`src/rtl/str_ofs_frm_pkg.sv`:
```
// Shared definitions for the byte-offset stream blocks (framer, offset converter).
//  - log2(): bits needed to hold a value (min 1); log2(NB-1) gives the lane-index width.
//  - frm_state_t: framer FSM states.
//  - DFLT_NB / DFLT_OFS_W: lane count and offset width for the default 32/8 geometry.
package str_ofs_frm_pkg;

  function automatic int log2(input int n);
    int r;
    r = 1;
    for (int i = 1; i < 31; i++)
      if ((1 << i) <= n) r = i + 1;
    return r;
  endfunction

  function automatic int nb_of(input int dw, input int bw);
    return dw / bw;
  endfunction

  typedef enum logic [1:0] {
    IDLE  = 2'd0,
    RUN   = 2'd1,
    FLUSH = 2'd2
  } frm_state_t;

  localparam int DFLT_NB    = nb_of(32, 8);
  localparam int DFLT_OFS_W = log2(DFLT_NB - 1);

endpackage

```
`src/rtl/str_ofs_frm_if.sv`:
```
// AXI-stream style beat bus.
//  tdata  DW   beat data, lane 0 in the low byte
//  tkeep  NB   per-lane byte valid
//  tlast  1    last beat of frame
//  tvld   1    beat valid (source)
//  trdy   1    beat ready (sink)
// master drives the beat, slave returns trdy.
interface str_ofs_frm_if #(
  parameter int DW = 32,
  parameter int NB = 4
) ();
  logic [DW-1:0] tdata;
  logic [NB-1:0] tkeep;
  logic          tlast;
  logic          tvld;
  logic          trdy;

  modport master (output tdata, tkeep, tlast, tvld, input trdy);
  modport slave  (input tdata, tkeep, tlast, tvld, output trdy);
endinterface

```
`src/rtl/str_ofs_frm_merge.sv`:
```
// Combinational lane merge for offset streams.
//  hold, cur  in   previous / current input beat
//  ofs        in   lane shift: output lane i < ofs takes hold byte NB-ofs+i,
//                  lane i >= ofs takes cur byte i-ofs
//  lo, hi     in   keep window: lane i kept iff lo <= i < hi
//  data       out  merged beat, non-kept lanes forced to 0
//  keep       out  per-lane keep mask
module str_ofs_frm_merge import str_ofs_frm_pkg::*; #(
  parameter int NB    = 4,
  parameter int BW    = 8,
  parameter int OFS_W = log2(NB - 1)
) (
  input  logic [NB*BW-1:0] hold,
  input  logic [NB*BW-1:0] cur,
  input  logic [OFS_W-1:0] ofs,
  input  logic [OFS_W-1:0] lo,
  input  logic [OFS_W:0]   hi,
  output logic [NB*BW-1:0] data,
  output logic [NB-1:0]    keep
);
  logic [NB*BW-1:0] sh;

  // {cur, hold} shifted right by NB-ofs bytes lines up hold's top ofs bytes
  // with lanes [ofs-1:0] and cur's low bytes with lanes [NB-1:ofs].
  assign sh = (NB*BW)'({cur, hold} >> (BW * (NB - int'(ofs))));

  for (genvar i = 0; i < NB; i++) begin : g_lane
    assign keep[i] = ((OFS_W+1)'(i) >= {1'b0, lo}) && ((OFS_W+1)'(i) < hi);
    assign data[i*BW +: BW] = keep[i] ? sh[i*BW +: BW] : '0;
  end
endmodule

```
`src/rtl/str_ofs_frm.sv`:
```
// Stream framer: turns a packed headerless byte stream plus a per-frame
// command (start lane, byte length) into an offset AXI-stream frame with
// exact tkeep and tlast.
//  i_clk, i_rst      clock, synchronous active-high reset
//  i_frm_vld/o_frm_rdy, i_frm_ofs, i_frm_b_len   frame command (accepted in IDLE)
//  s_axis (slave)    packed input beats; tkeep/tlast ignored
//  m_axis (master)   framed output, one register stage
//  o_busy            frame in progress or output beat pending
module str_ofs_frm import str_ofs_frm_pkg::*; #(
  parameter  int DATA_WIDTH = 32,
  parameter  int BYTE_WIDTH = 8,
  parameter  int LEN_W      = 32,
  localparam int NB         = DATA_WIDTH / BYTE_WIDTH,
  localparam int OFS_W      = log2(NB - 1)
) (
  input  logic             i_clk,
  input  logic             i_rst,
  input  logic             i_frm_vld,
  output logic             o_frm_rdy,
  input  logic [OFS_W-1:0] i_frm_ofs,
  input  logic [LEN_W-1:0] i_frm_b_len,
  str_ofs_frm_if.slave     s_axis,
  str_ofs_frm_if.master    m_axis,
  output logic             o_busy
);
  localparam logic [LEN_W:0] NB_L = (LEN_W+1)'(NB);

  frm_state_t state, state_nxt;

  logic [OFS_W-1:0]      ofs_q;
  logic [LEN_W:0]        in_left;   // input bytes still to consume
  logic [LEN_W:0]        out_left;  // output byte positions (incl. offset) still to emit
  logic                  first_q;
  logic [DATA_WIDTH-1:0] hold_q;
  logic [DATA_WIDTH-1:0] m_data_q;
  logic [NB-1:0]         m_keep_q;
  logic                  m_last_q, m_vld_q;

  logic                  out_free, cmd_acc, cmd_run, in_acc, flush_go, ld_out, last_in;
  logic [OFS_W-1:0]      lo;
  logic [OFS_W:0]        hi;
  logic [DATA_WIDTH-1:0] mg_data;
  logic [NB-1:0]         mg_keep;
  logic                  unused_in;

  assign unused_in = ^{s_axis.tkeep, s_axis.tlast};

  assign out_free = ~m_vld_q | m_axis.trdy;
  assign cmd_acc  = i_frm_vld & o_frm_rdy;
  assign cmd_run  = cmd_acc & (i_frm_b_len != '0);
  assign in_acc   = s_axis.tvld & s_axis.trdy;
  assign flush_go = (state == FLUSH) & out_free;
  assign ld_out   = in_acc | flush_go;
  assign last_in  = in_left <= NB_L;

  // Keep window of the beat being built: first beat starts at ofs, and the
  // end is clipped by the remaining position count.
  assign lo = first_q ? ofs_q : '0;
  assign hi = (out_left >= NB_L) ? (OFS_W+1)'(NB) : out_left[OFS_W:0];

  str_ofs_frm_merge #(.NB(NB), .BW(BYTE_WIDTH), .OFS_W(OFS_W)) u_merge (
    .hold (hold_q),
    .cur  (s_axis.tdata),
    .ofs  (ofs_q),
    .lo   (lo),
    .hi   (hi),
    .data (mg_data),
    .keep (mg_keep)
  );

  always_ff @(posedge i_clk) begin
    if (i_rst) state <= IDLE;
    else       state <= state_nxt;
  end

  always_comb begin
    state_nxt = state;
    unique case (state)
      IDLE:    if (cmd_run) state_nxt = RUN;
      // Leftover hold bytes past the last input beat need a FLUSH beat.
      RUN:     if (in_acc && last_in) state_nxt = (out_left <= NB_L) ? IDLE : FLUSH;
      FLUSH:   if (out_free) state_nxt = IDLE;
      default: state_nxt = IDLE;
    endcase
  end

  always_comb begin
    o_frm_rdy   = (state == IDLE);
    s_axis.trdy = (state == RUN) & out_free;
  end

  always_ff @(posedge i_clk) begin
    if (i_rst) begin
      ofs_q    <= '0;
      in_left  <= '0;
      out_left <= '0;
      first_q  <= 1'b0;
      hold_q   <= '0;
      m_data_q <= '0;
      m_keep_q <= '0;
      m_last_q <= 1'b0;
      m_vld_q  <= 1'b0;
    end else begin
      if (cmd_run) begin
        ofs_q    <= i_frm_ofs;
        in_left  <= {1'b0, i_frm_b_len};
        out_left <= {1'b0, i_frm_b_len} + (LEN_W+1)'(i_frm_ofs);
        first_q  <= 1'b1;
      end
      if (in_acc) begin
        hold_q  <= s_axis.tdata;
        in_left <= in_left - NB_L;
        first_q <= 1'b0;
      end
      if (ld_out) begin
        out_left <= out_left - NB_L;
        m_data_q <= mg_data;
        m_keep_q <= mg_keep;
        m_last_q <= out_left <= NB_L;
        m_vld_q  <= 1'b1;
      end else if (m_axis.trdy) begin
        m_vld_q <= 1'b0;
      end
    end
  end

  assign m_axis.tdata = m_data_q;
  assign m_axis.tkeep = m_keep_q;
  assign m_axis.tlast = m_last_q;
  assign m_axis.tvld  = m_vld_q;
  assign o_busy       = (state != IDLE) | m_vld_q;
endmodule

```
`src/flat_wrapper.sv`:
```
// flat-port wrapper written by rule: the top's interface ports become plain ports
module str_ofs_frm_flat import str_ofs_frm_pkg::*;
#(
  parameter  int DATA_WIDTH = 32,
  parameter  int BYTE_WIDTH = 8,
  parameter  int LEN_W      = 32,
  localparam int NB         = DATA_WIDTH / BYTE_WIDTH,
  localparam int OFS_W      = log2(NB - 1)
)
  (i_clk, i_rst, i_frm_vld, o_frm_rdy, i_frm_ofs, i_frm_b_len, o_busy, s_axis_tdata, s_axis_tkeep, s_axis_tlast, s_axis_tvld, s_axis_trdy, m_axis_tdata, m_axis_tkeep, m_axis_tlast, m_axis_tvld, m_axis_trdy);
  str_ofs_frm_if #(.DW(32), .NB(4)) s_axis_i ();
  str_ofs_frm_if #(.DW(32), .NB(4)) m_axis_i ();
  input  logic i_clk;
  input  logic i_rst;
  input  logic i_frm_vld;
  output logic o_frm_rdy;
  input  logic [OFS_W-1:0] i_frm_ofs;
  input  logic [LEN_W-1:0] i_frm_b_len;
  output logic o_busy;
  input wire logic [$bits(s_axis_i.tdata)-1:0] s_axis_tdata;
  input wire logic [$bits(s_axis_i.tkeep)-1:0] s_axis_tkeep;
  input wire logic [$bits(s_axis_i.tlast)-1:0] s_axis_tlast;
  input wire logic [$bits(s_axis_i.tvld)-1:0] s_axis_tvld;
  output wire logic [$bits(s_axis_i.trdy)-1:0] s_axis_trdy;
  output wire logic [$bits(m_axis_i.tdata)-1:0] m_axis_tdata;
  output wire logic [$bits(m_axis_i.tkeep)-1:0] m_axis_tkeep;
  output wire logic [$bits(m_axis_i.tlast)-1:0] m_axis_tlast;
  output wire logic [$bits(m_axis_i.tvld)-1:0] m_axis_tvld;
  input wire logic [$bits(m_axis_i.trdy)-1:0] m_axis_trdy;
  assign s_axis_i.tdata = s_axis_tdata;
  assign s_axis_i.tkeep = s_axis_tkeep;
  assign s_axis_i.tlast = s_axis_tlast;
  assign s_axis_i.tvld = s_axis_tvld;
  assign s_axis_trdy = s_axis_i.trdy;
  assign m_axis_tdata = m_axis_i.tdata;
  assign m_axis_tkeep = m_axis_i.tkeep;
  assign m_axis_tlast = m_axis_i.tlast;
  assign m_axis_tvld = m_axis_i.tvld;
  assign m_axis_i.trdy = m_axis_trdy;
  str_ofs_frm #(.DATA_WIDTH(DATA_WIDTH), .BYTE_WIDTH(BYTE_WIDTH), .LEN_W(LEN_W)) u_core (.i_clk(i_clk), .i_rst(i_rst), .i_frm_vld(i_frm_vld), .o_frm_rdy(o_frm_rdy), .i_frm_ofs(i_frm_ofs), .i_frm_b_len(i_frm_b_len), .s_axis(s_axis_i), .m_axis(m_axis_i), .o_busy(o_busy));
endmodule
```
`config.mk`:
```
export PLATFORM = sky130hd
export DESIGN_NAME = str_ofs_frm_flat
export DESIGN_NICKNAME = d
export VERILOG_FILES = /design/src/rtl/str_ofs_frm_pkg.sv /design/src/rtl/str_ofs_frm_if.sv /design/src/rtl/str_ofs_frm_merge.sv /design/src/rtl/str_ofs_frm.sv /design/src/flat_wrapper.sv
export SDC_FILE = /design/constraint.sdc
export NUM_CORES = 1
export LEC_CHECK = 0
export BUFFER_PORTS_ARGS = -buffer_cell sky130_fd_sc_hd__buf_2
export CAP_MARGIN = 10
export CORE_ASPECT_RATIO = 1.2
export CORE_MARGIN = 4
export CORE_UTILIZATION = 52
export DETAILED_ROUTE_END_ITERATION = 7
export PLACE_DENSITY = 0.74
export SYNTH_ARGS = -nofsm -noshare
export SYNTH_HDL_FRONTEND = slang
export SYNTH_SLANG_ARGS = --single-unit
```
`constraint.sdc`:
```
create_clock -name i_clk -period 2.55 [get_ports i_clk]
set_input_delay 0.1275 -clock i_clk [delete_from_list [all_inputs] [get_ports i_clk]]
set_output_delay 0.1275 -clock i_clk [all_outputs]
set_load 0.03 [all_outputs]
```
# Yosys cells after proc, flatten, opt, wreduce, memory -nomap -nowiden
# Index checks and enable logic that the tools add are counted.
# word_totals
output_inout_bits,41
wordCells,68
regBits,141
# op_classes
mux,17
n_shift,1
add_sub_neg,4
bitwise,9
n_eq_ne,5
reduce_logical,12
magnitude_cmp,10
# op_table
cell,n
two-way mux 33 bit,4
"<= comparator 33 x 3 -> 1 bit, second input constant",2
"subtractor 33 x 3 -> 33 bit, second input constant",2
>> shifter 64 x 32 -> 32 bit,1
adder 32 x 2 -> 33 bit,1
">= comparator 33 x 3 -> 1 bit, second input constant",1
two-way mux 8 bit,4
nonzero test 32 bit,1
two-way mux 2 bit,5
nonzero test 2 bit,4
"< comparator 1 x 3 -> 1 bit, first input constant",2
"< comparator 2 x 3 -> 1 bit, first input constant",2
one-hot mux 2 bit (3 select lines),1
bitwise AND 1 bit,5
">= comparator 1 x 2 -> 1 bit, first input constant",2
logical AND 1 bit,4
"!= test 2 x 1 -> 1 bit, second input constant",2
"subtractor 3 x 2 -> 4 bit, first input constant",1
two-way mux 3 bit,1
bitwise OR 1 bit,3
AND reduction 3 bit,1
"== test 2 x 1 -> 1 bit, second input constant",1
"== test 2 bit, second input constant",1
">= comparator 2 bit, first input constant",1
other kinds (5),6

# Depth between registers and ports, before layout
# logic_depth
word_depth,7
ltp_mapped,11
depth_no_buf,8

# By module
# A second synthesis with hierarchy kept.
# unflattened
hier_cells,1074
area_unflattened_um2,8807.2
# by_module_without_submodules
mod,cells_per_inst,seq_area_each_um2,instances,area_per_inst_um2
str_ofs_frm,895,2822.7,1,7051.8
str_ofs_frm_merge,179,0.0,1,1755.4

# Least setup slack after synthesis
# No wires, ideal clock.
# synth_timing
path_type,register to register
startpoint,register u_core.ofs_q[0]
endpoint,register u_core.m_data_q[18] (netlist: u_core.m_axis.tdata[18])
arrival_time_ns,2.451
path_slack_ns,-0.017
t_required_ns,2.433
stages_incl_launch_ff,11
path_cell_list,dfxtp_1 > buf_2 > inv_1 > clkbuf_1 > ha_1 > clkbuf_1 > clkbuf_1 > mux2_2 > a21oi_1 > o22ai_1 > a22o_1
# synth_between
elab_chain_len,4
elab_cells_between_ends,6
# synth_rtl
item,line,text
from (decl),str_ofs_frm.sv:30,logic [OFS_W-1:0] ofs_q;
from (signal assigned),str_ofs_frm.sv:105,ofs_q <= i_frm_ofs;
"parallel branches: the longest is 3 deep, another holds subtractor 3 x 2 -> 4 bit",--,
two-way mux 8 bit *,str_ofs_frm_merge.sv:29,assign data[i*BW +: BW] = keep[i] ? sh[i*BW +: BW] : '0;
to (signal assigned),str_ofs_frm.sv:117,m_data_q <= mg_data;
to (decl),str_ofs_frm.sv:35,logic [DATA_WIDTH-1:0] m_data_q;
# Mark *: on every way between the ends.
# A chain may end at the register's enable or synchronous reset.

# Worst setup path after layout
# layout_timing
startpoint,input i_frm_b_len[0]
endpoint,register u_core.out_left[30]
# layout_between
elab_chain_len,3
elab_cells_between_ends,6
# layout_rtl
item,line,text
from (decl),flat_wrapper.sv:18,input logic [LEN_W-1:0] i_frm_b_len;
adder 32 x 2 -> 33 bit / nonzero test 32 bit (equally long branches),"str_ofs_frm.sv:107, str_ofs_frm.sv:50",
two-way mux 33 bit / bitwise AND 1 bit (equally long branches),"str_ofs_frm.sv:104, str_ofs_frm.sv:50",
two-way mux 33 bit / nonzero test 2 bit (equally long branches),--,
to (signal assigned),str_ofs_frm.sv:107,"out_left <= {1'b0, i_frm_b_len} + (LEN_W+1)'(i_frm_ofs);"
to (signal assigned),str_ofs_frm.sv:116,out_left <= out_left - NB_L;
to (decl),str_ofs_frm.sv:32,logic [LEN_W:0] out_left;
# Parallel ways exist; a longest one is shown, timed or not. The select of a mux whose other input is x is not followed.

==> results.yml <==
hold_path:
  worstHoldStart: "i_frm_b_len[22]"
  whs_path_depth: 3
  whs_endpoint: "u_core.in_left[22]"
  worstHoldPathType: "in -> reg"
clock_network:
  max-clock-path-buffers: 2
  clkTransAtPathRegs_ps: 60
  cts_tree: "built"
  ctsResizeCount: 0
  cts_buffers: 17
  htreeDepth: 4
  cts_setup_buffers: 0
  cts_root_buf: "clkbuf_16"
  clk-insertion-delay-late_ps: 430
  cts_sinks: 141
logic_synthesis:
  synth_top_family_by_area: "simple AND/OR/NAND/NOR gates"
  synth-seq-cells: 141
  postSynthCellCount: 1009
  synth_area_um2: 8097
  synth_top_area_frac: 0.3486
  ys_seq_area_frac: 0.3486
  yosysWarnings: 0
  synth_edf_count: 0
  synthFlopType: "dfxtp_1"
  synth-adder-area-share: 0.01329
  yosysTopAreaCell: "dfxtp_1"
  synth-compound-area-share: 0.2207
  synth_xor_area_frac: 0.03678
  synth.area.top_cells: "dfxtp_1 (35%), nand2_1 (8.1%), a21oi_1 (7.7%), mux2i_1 (4.9%), mux4_2 (4.5%)"
  post_synth_mux_area_share: 0.1051
  ys_async_sr_fraction: 0
  yosysUniqueCellTypes: 68
  yosys.area_share.simple: 0.2369
  syn_nets: 1093
  synth_area_per_cell_um2: 8.024
drt:
  drt_iter0_markers: 819
  postRouteAntennaNets: 0
  wl_per_cell_um: 18.06
  first_pass_iters: 5
  drc: 0
  via_per_inst: 6.115
  vias: 8292
  wirelength_um: 24490
die:
  fp.dieH_um: 144.7
  num_rows: 49
  core_um2: 15140
  die_w_um: 121.9
  io_pins: 117
  die_area_um2: 17640
  initial_core_util: 0.5347
worst_setup_path:
  cp_cell_sequence: "dlygate4sd3_1 > buf_2 > ha_1 > fa_1 > and4_1 > nand2b_1 > nor4_1 > xor2_1 > a32oi_1 > a21oi_1"
  max_stage_delay_ps: 540
  r2r-end: "u_core.m_axis.tdata[18]"
  critPathSlowestCell: "dlygate4sd3_1"
  reg2reg_slack_ps: 280
  critPathBufInv: 2
  worst_r2r_path_depth: 7
  start_kind: "input pin"
  path_max_fanout: 12
  crit_type: "in -> reg"
  crit_required_ps: 2850
  cpLargestDelayFamily: "simple AND/OR/NAND/NOR gates"
  r2r-start: "u_core.state[0]"
  cp.arrival_ps: 2670
  end_kind: "flop"
run:
  max_cap_violations: 0
global_routing:
  grt_max_degree: 64
  grt-ovfl-total: 0
  grt_pass1_wl_um: 38700
  track_usage: 0.2747
  antenna_found_initial: 0
  grt_pass1_vias: 7898
timing:
  tightest_slew_ps: 844.7
  finClkSkew_ps: 7.860
  hold_viol: 0
  slew_violations: 0
  final.period_utilization: 0.9294
  tns_ps: 0
  rsz0062_at_grt: "no"
  finalCriticalPeriod_ps: 2370
  fmax_ghz: 0.4220
  slew-limit-headroom: 0.4369
  finalSetupViolCount: 0
layout:
  layout-drive-gt1-share: 0.1988
  diodes: 0
  fill_cells: 1299
  nNetsFinal: 1224
  area_growth_pct: 22.41
  layout_common_cells: "nand2_1 (175), dfxtp_1 (140), a21oi_1 (125)"
  final_common_cell: "nand2_1"
  multi_input_area_um2: 4979
  layout.area.seq_um2: 2824
placed_design:
  portBuffers: 111
  dpl.hpwl_um: 16480
  place_congestion: 0.8782
pwr:
  power_mw: 6.522
  p_per_area_nw_per_um2: 658.1
  leakagePower_nw: 3.856
  max-vdd-ir-drop_uv: 395.1
outcome:
  outcome: "finished clean"
state kept, by name, summed over array words and instances (netlist names):
name	count
u_core.state	2
u_core.first_q	1
u_core.m_axis.tlast	1
u_core.m_axis.tdata	32
u_core.in_left	33
u_core.out_left	33
u_core.m_axis.tvld	1
u_core.hold_q	32
u_core.ofs_q	2
u_core.m_axis.tkeep	4
cell families (layout without fill, tap and decap cells):
family	Yosys count	after routing
AOI/OAI and AO/OA	286	286
xor gates and xnor gates	34	34
adders and majority gates	8	8
buffers and inverters	81	224
DFF	141	141
muxes	64	64
and+or+nand+nor	395	395
cell type report:
class | instances | share of cell area
clock buffers | 21 | 0.04747
repair buffers | 176 | 0.1167
well taps | 204 | 0.02575
multi-input cells | 787 | 0.5023
flip-flops and latches | 141 | 0.2849
clock inverters | 10 | 0.01641
inverters | 17 | 0.006439
synth_stat cells, drive strengths merged, types with 8 or more instances:
library cell / n
a22o: 13
a211oi: 8
xnor2: 11
o211ai: 17
mux2: 8
nand3: 32
o21a: 10
or3: 11
o22ai: 19
nand2: 175
o311ai: 12
inv: 17
mux2i: 40
o21ai: 37
nor4: 32
xor2: 23
nor2: 65
a21oi: 125
mux4: 16
a31oi: 19
nor3: 33
dfxtp: 141
buf: 14
clkbuf: 50
where the power goes:
part	leakage, nW	internal, mW	switching [mW]
logic	2.40	0.556	0.820
clock network	0.305	1.71	0.972
registers	1.15	2.34	0.125
total	3.86	4.60	1.92
per-layer routing:
metal	global-route usage	vias to the layer above	routed length, um
met1	0.3193	3879	9563
met2	0.4910	370	12460
met4	0.1316	0	944
li1	-	3980	-
met5	0	-	0
met3	0.04666	63	1518
stage by stage:
step / hold WS [ps] / instance area, um2 / setup WS, ps / cells / utilization
2_1_floorplan: 263.5 / 8098 / 2.167 / 1009 / -
3_3_place_gp: 378.4 / 8937 / 358.6 / 1291 / 0.5902
3_5_place_dp: 389.8 / 8937 / 316.0 / 1291 / 0.5902
4_1_cts: 0.5257 / 9911 / 217.8 / 1356 / 0.6545
5_1_grt: 27.83 / 9911 / 76.63 / 1356 / 0.6545
6_report: 7.870 / 9911 / 180.1 / 1356 / 0.6545
how the worst max path moves through the flow:
stage                                   from                      end  slack (ps)  cells past startpoint
after floorplan              u_core.ofs_q[0]  u_core.m_axis.tdata[29]           2                      9
after global placement    u_core.in_left[18]       u_core.in_left[28]         360                      6
after detailed placement     u_core.state[0]  u_core.m_axis.tdata[18]         320                      7
after CTS                     i_frm_b_len[0]      u_core.out_left[30]         220                     10
after global routing            i_frm_ofs[1]      u_core.out_left[29]          80                      9
final                         i_frm_b_len[0]      u_core.out_left[30]         180                     10
worst register-to-register path, stage by stage, from the launching register on:
cell     delay (ps)
dfxtp_1         390
and3b_1         290
o21ai_1         120
buf_4           160
nor2_2          210
o21ai_0         130
a21oi_1         670
a22o_1          240
repair_timing:
action,CTS,global route
hold endpoints to repair,34,0
setup endpoints to repair,0,0
hold buffers,34,0
No activity file was read; power rests on OpenSTA's default activity.
